<file path="src/rtl/pipe_ctrl_pkg.sv">
// pipe_ctrl_pkg: shared FSM state, stage indices and flush patterns for the pipeline controller
package pipe_ctrl_pkg;
  typedef enum logic {RUN, DROP_FETCH} pctrl_state_t;
  localparam int STG_PC = 0;
  localparam int STG_IF_ID = 1;
  localparam int STG_ID_EX = 2;
  localparam int STG_EX_MEM = 3;
  localparam int STG_WB = 4;
  localparam logic [4:0] FLUSH_EXCP = 5'b11110;
  localparam logic [4:0] FLUSH_ALL = 5'b11111;
  localparam logic [4:0] STALL_MEM = 5'b01111;
endpackage

</file>
<file path="src/rtl/hazard_detect.sv">
// hazard_detect: combinational load-use comparator; register 0 never creates a hazard
module hazard_detect #(
  parameter int REG_AW = 5
) (
  input  logic [REG_AW-1:0] id_rj_addr,
  input  logic              id_rj_rd,
  input  logic [REG_AW-1:0] id_rk_addr,
  input  logic              id_rk_rd,
  input  logic [REG_AW-1:0] ex_rw_addr,
  input  logic              ex_is_load,
  output logic              load_use
);
  assign load_use = ex_is_load && ex_rw_addr != '0 &&
                    ((id_rj_rd && id_rj_addr == ex_rw_addr) || (id_rk_rd && id_rk_addr == ex_rw_addr));
endmodule

</file>
<file path="src/rtl/pipe_hazard_ctrl.sv">
// pipe_hazard_ctrl: stall/flush scheduler with redirect and wrong-path fetch drop.
// Optional perf counters enabled by defining PIPE_CTRL_PERF_EN.
module pipe_hazard_ctrl
  import pipe_ctrl_pkg::*;
#(
  parameter int ADDR_W = 32,
  parameter int REG_AW = 5,
  parameter int CNT_W  = 32
) (
  input  logic              clk,
  input  logic              rst,
  input  logic [REG_AW-1:0] id_rj_addr,
  input  logic              id_rj_rd,
  input  logic [REG_AW-1:0] id_rk_addr,
  input  logic              id_rk_rd,
  input  logic [REG_AW-1:0] ex_rw_addr,
  input  logic              ex_is_load,
  input  logic              ex_br_taken,
  input  logic [ADDR_W-1:0] ex_br_target,
  input  logic              mem_busy,
  input  logic              if_busy,
  input  logic              excp_valid,
  input  logic [ADDR_W-1:0] excp_target,
  output logic [4:0]        stall,
  output logic [4:0]        flush,
  output logic              redirect_valid,
  output logic [ADDR_W-1:0] redirect_pc,
  output logic [CNT_W-1:0]  stall_cycles,
  output logic [CNT_W-1:0]  flush_count
);
  pctrl_state_t state;
  logic load_use, excp, drop;
  logic [ADDR_W-1:0] target, pc_q;
  hazard_detect #(.REG_AW(REG_AW)) u_hd (
    .id_rj_addr(id_rj_addr),
    .id_rj_rd(id_rj_rd),
    .id_rk_addr(id_rk_addr),
    .id_rk_rd(id_rk_rd),
    .ex_rw_addr(ex_rw_addr),
    .ex_is_load(ex_is_load),
    .load_use(load_use)
  );
  assign excp = excp_valid && !mem_busy;
  assign drop = state == DROP_FETCH;
  always_comb begin
    stall = '0;
    flush = '0;
    redirect_valid = 1'b0;
    target = excp_target;
    if (rst) begin
      flush = FLUSH_ALL;
    end else if (excp) begin
      flush = FLUSH_EXCP;
      redirect_valid = 1'b1;
    end else if (mem_busy) begin
      stall = STALL_MEM;
      flush[STG_WB] = 1'b1;
      flush[STG_IF_ID] = drop;
    end else if (drop) begin
      stall[STG_PC] = 1'b1;
      flush[STG_IF_ID] = 1'b1;
    end else if (ex_br_taken) begin
      flush[STG_ID_EX:STG_IF_ID] = 2'b11;
      redirect_valid = 1'b1;
      target = ex_br_target;
    end else if (load_use) begin
      stall[STG_IF_ID:STG_PC] = 2'b11;
      flush[STG_ID_EX] = 1'b1;
    end else if (if_busy) begin
      stall[STG_PC] = 1'b1;
      flush[STG_IF_ID] = 1'b1;
    end
  end
  assign redirect_pc = rst ? '0 : redirect_valid ? target : pc_q;
  // a redirect with fetch outstanding must discard that response, even if re-armed by an exception
  always_ff @(posedge clk) begin
    if (rst) begin
      state <= RUN;
      pc_q <= '0;
    end else begin
      if (redirect_valid) pc_q <= target;
      state <= (redirect_valid && if_busy) ? DROP_FETCH : (drop && !if_busy) ? RUN : state;
    end
  end
`ifdef PIPE_CTRL_PERF_EN
  always_ff @(posedge clk) begin
    if (rst) begin
      stall_cycles <= '0;
      flush_count <= '0;
    end else begin
      stall_cycles <= stall_cycles + CNT_W'(stall[STG_PC]);
      flush_count <= flush_count + CNT_W'(redirect_valid);
    end
  end
`else
  assign stall_cycles = '0;
  assign flush_count = '0;
`endif
endmodule
</file>
<file path="config.mk">
export PLATFORM = sky130hd
export DESIGN_NAME = pipe_hazard_ctrl
export DESIGN_NICKNAME = d
export VERILOG_FILES = /design/src/rtl/pipe_ctrl_pkg.sv /design/src/rtl/hazard_detect.sv /design/src/rtl/pipe_hazard_ctrl.sv
export SDC_FILE = /design/constraint.sdc
export NUM_CORES = 1
export LEC_CHECK = 0
export ABC_AREA = 1
export CAP_MARGIN = 0
export CELL_PAD_IN_SITES_DETAIL_PLACEMENT = 0
export CELL_PAD_IN_SITES_GLOBAL_PLACEMENT = 1
export CORE_MARGIN = 2
export CORE_UTILIZATION = 20
export CTS_CLUSTER_DIAMETER = 80
export DETAILED_ROUTE_END_ITERATION = 10
export PLACE_DENSITY = 0.88
export SYNTH_ARGS = -nofsm -noshare
export SYNTH_HDL_FRONTEND = slang
export SYNTH_SLANG_ARGS = --single-unit
</file>
<file path="constraint.sdc">
create_clock -name clk -period 2.7 [get_ports clk]
set_input_delay 0.81 -clock clk [delete_from_list [all_inputs] [get_ports clk]]
set_output_delay 0.81 -clock clk [all_outputs]
set_load 0.05 [all_outputs]
</file>
==> impl_metrics.json <==
{
  "outcome": "finished with violations",
  "violations": "negative setup slack",
  "grt_pass1_wl_mm": 13.4,
  "ir_worst_vdd_uv": 216,
  "syn_avg_cell_area_sq_um": 6.44,
  "synth_common_cells": "79 x nand2_1, 69 x buf_4, 56 x nor2_1",
  "grt.overflow.total": 0,
  "timing.final.hold_violations": 0,
  "cts-root-buf": "clkbuf_16",
  "grt_max_degree": 26,
  "p_clk_share_pct": 27.5,
  "top_layer": "met4",
  "setup_slack_ps": -219,
  "wl_met1_mm": 3.33,
  "cts_tree": "yes",
  "synth-main-ff-cell": "dfxtp_1",
  "io_buffer_count": 129,
  "drtIter0Drc": 55,
  "synth_top_area_share_pct": 28.1,
  "routabilityCongestion": 0.711,
  "crit_chain": "buf_8 > nor2_4 > buf_6 > nand3_4 > buf_12 > buf_16 > nand2_4 > nand3_2 > o211ai_1 > inv_2 > buf_12",
  "synth_cell_types": 22,
  "reg2reg_slack_ps": 900,
  "fin_crit_ps": 2920,
  "synth_warnings": 0,
  "synth_area_leaders": "dfxtp_1 28%, buf_4 22%, nand2_1 13%",
  "grt_use_total_pct": 13.1,
  "hp-class": "register to register",
  "ant_nets": 0,
  "clk_pin_slew_ps": 60,
  "die_y_um": 112,
  "p_seq_share_pct": 25.2,
  "antenna_found_initial": 1,
  "final_nets": 614,
  "cp.arrival_ps": 2110,
  "cts_hold_buf": 0,
  "rsz0062_at_grt": "yes",
  "fin_crit_sh_pct": 108,
  "synth-seq-cells": 33,
  "synth.most_common_cell": "nand2_1",
  "cp.required_ps": 1890,
  "final_core_util_pct": 44.0,
  "cts_buffer_depth": 2,
  "cts.sinks": 33,
  "num_rows": 39,
  "dieArea_sq_um": 12600,
  "clock_latency_ps": 280,
  "seq_area_frac_synth_pct": 28.1,
  "power_switching_uw": 834,
  "num_io_pins": 195,
  "syn_to_final_growth_pct": 114,
  "totalWireLength_mm": 8.64,
  "synth_cells": 365,
  "start_kind": "input pin",
  "max_stage_delay_ps": 190,
  "max_freq_mhz": 343,
  "setup_viol": 32,
  "internal_power_mw": 1.26,
  "route.met3.wl_um": 613,
  "maxCapViolations": 0,
  "place_area_sq_um": 4290,
  "path_common_cell": "buf_12",
  "detailedPlacementHpwl_mm": 6.20,
  "synth_area_sq_um": 2350,
  "comb_power_share_pct": 47.3,
  "hold_slack_ps": 490,
  "htreeDepth": 2,
  "path_max_fanout": 5,
  "wl_per_cell_um": 12.9,
  "cts_inserted_buffers": 5,
  "switching_share_pct": 39.8,
  "drive_above_1_share_pct": 43.3,
  "crit_path_end_kind": "primary output",
  "p_per_area_nw_per_um2": 416,
  "post-place-ws_ps": -724,
  "dr_wl_met2_mm": 4.62,
  "fin_skew_ps": 3.24,
  "fin_area_sq_um": 5040,
  "worstSetupPathType": "input pin to primary output",
  "synth_enable_flop_cells": 0,
  "synth-async-reset-ratio_pct": 0,
  "critPathSlowestCell": "buf_12",
  "yosys.area.top_type": "dfxtp_1",
  "core_area_sq_um": 11500,
  "grt_pass1_vias": 2761,
  "power.leakage_nw": 2.23,
  "drt-vias-per-instance": 4.01,
  "start_util_pct": 20.5,
  "drcViolationCount": 0,
  "die_x_um": 112,
  "slew_violations": 0,
  "first_pass_iters": 4,
  "num_vias": 2690
}
==> routing by layer <==
layer / global-route usage (%) / vias to the layer above
li1: - / 1337
met1: 15.1 / 1240
met2: 24.0 / 107
met3: 3.73 / 6
met4: 3.01 / 0
met5: 0 / -
==> worst max-delay path, delay by kind of cell <==
family | cells | cell delay [ps]
compound gates | 1 | 130
simple gates | 4 | 350
buf+inv | 6 | 810
==> worst paths after layout <==
path / startpoint / endpoint / cells after the start
setup / recovery: mem_busy / redirect_pc[30] / 11
hold / removal: pc_q[26] / pc_q[26] / 2
setup reg to reg: drop / pc_q[30] / 11
hold reg to reg: pc_q[26] / pc_q[26] / 2
==> cell usage in the layout (no fill, tap or decap), types with 3 or more instances in the layout <==
master,netlist,layout
conb_1,1,65
nand3_2,1,11
inv_2,1,18
clkdlybuf4s50_1,0,65
nand2_1,79,57
buf_2,8,5
nand2_2,0,12
nand3_1,14,3
buf_8,0,3
dfxtp_1,33,33
clkbuf_2,0,4
nand2_4,0,10
o21ai_1,20,11
buf_6,3,16
nor2_2,0,10
buf_16,0,4
buf_12,0,50
inv_1,32,12
clkbuf_16,0,6
nor2_4,2,12
nor2_1,56,36
o21ai_2,0,13
buf_4,69,22
a21oi_2,1,15
o211ai_1,11,11
a21oi_4,0,8
==> stage by stage <==
step / cells / power, mW / setup TNS (ps)
detailed placement: 642 / 1.43 / -22990
CTS: 668 / 2.11 / -6780
floorplan: 429 / 1.12 / -1650
global route: 671 / 2.19 / -6980
global placement: 642 / 1.42 / -21520
finish: 671 / 2.10 / -4710
==> cell families (layout without fill, tap and decap cells) <==
| family | count (synthesis) | after routing | share of synthesized area, % |
|---|---|---|---|
| flops | 33 | 33 | 28.1 |
| other cells | 1 | 66 | 0.159 |
| buf+inv | 117 | 215 | 31.2 |
| simple gates | 154 | 154 | 26.4 |
| compound gates | 60 | 60 | 14.2 |
==> state kept, by name, indices dropped and copies added (netlist names) <==
name,count
pc_q,32
drop,1
==> cell type report <==
cell class | count | area (sq um)
Sequential cell | 33 | 661
Clock buffer | 5 | 125
Timing Repair Buffer | 173 | 2250
Inverter | 34 | 145
Antenna cell | 1 | 2.50
Clock inverter | 3 | 17.5
Fill cell | 1100 | 6420
Tap cell | 143 | 179
Multi-Input combinational cell | 279 | 1660
==> repair_timing <==
item / 4_1_cts / 5_1_grt
setup endpoints to repair: 41 / 37
buffers inserted: 12 / 4
resized for setup: 155 / 53
endpoints found under the hold margin: 0 / 0
cloned: 6 / 1
pin swaps: 52 / 35
==> power groups by stage <==
stage / logic [mW] / registers, mW / clock network (mW)
3_5_place_dp: 0.891 / 0.539 / 0
5_1_grt: 1.04 / 0.531 / 0.622
3_3_place_gp: 0.886 / 0.538 / 0
2_1_floorplan: 0.584 / 0.537 / 0
4_1_cts: 0.976 / 0.528 / 0.605
6_report: 0.993 / 0.529 / 0.576
(Power assumes the default switching activity.)
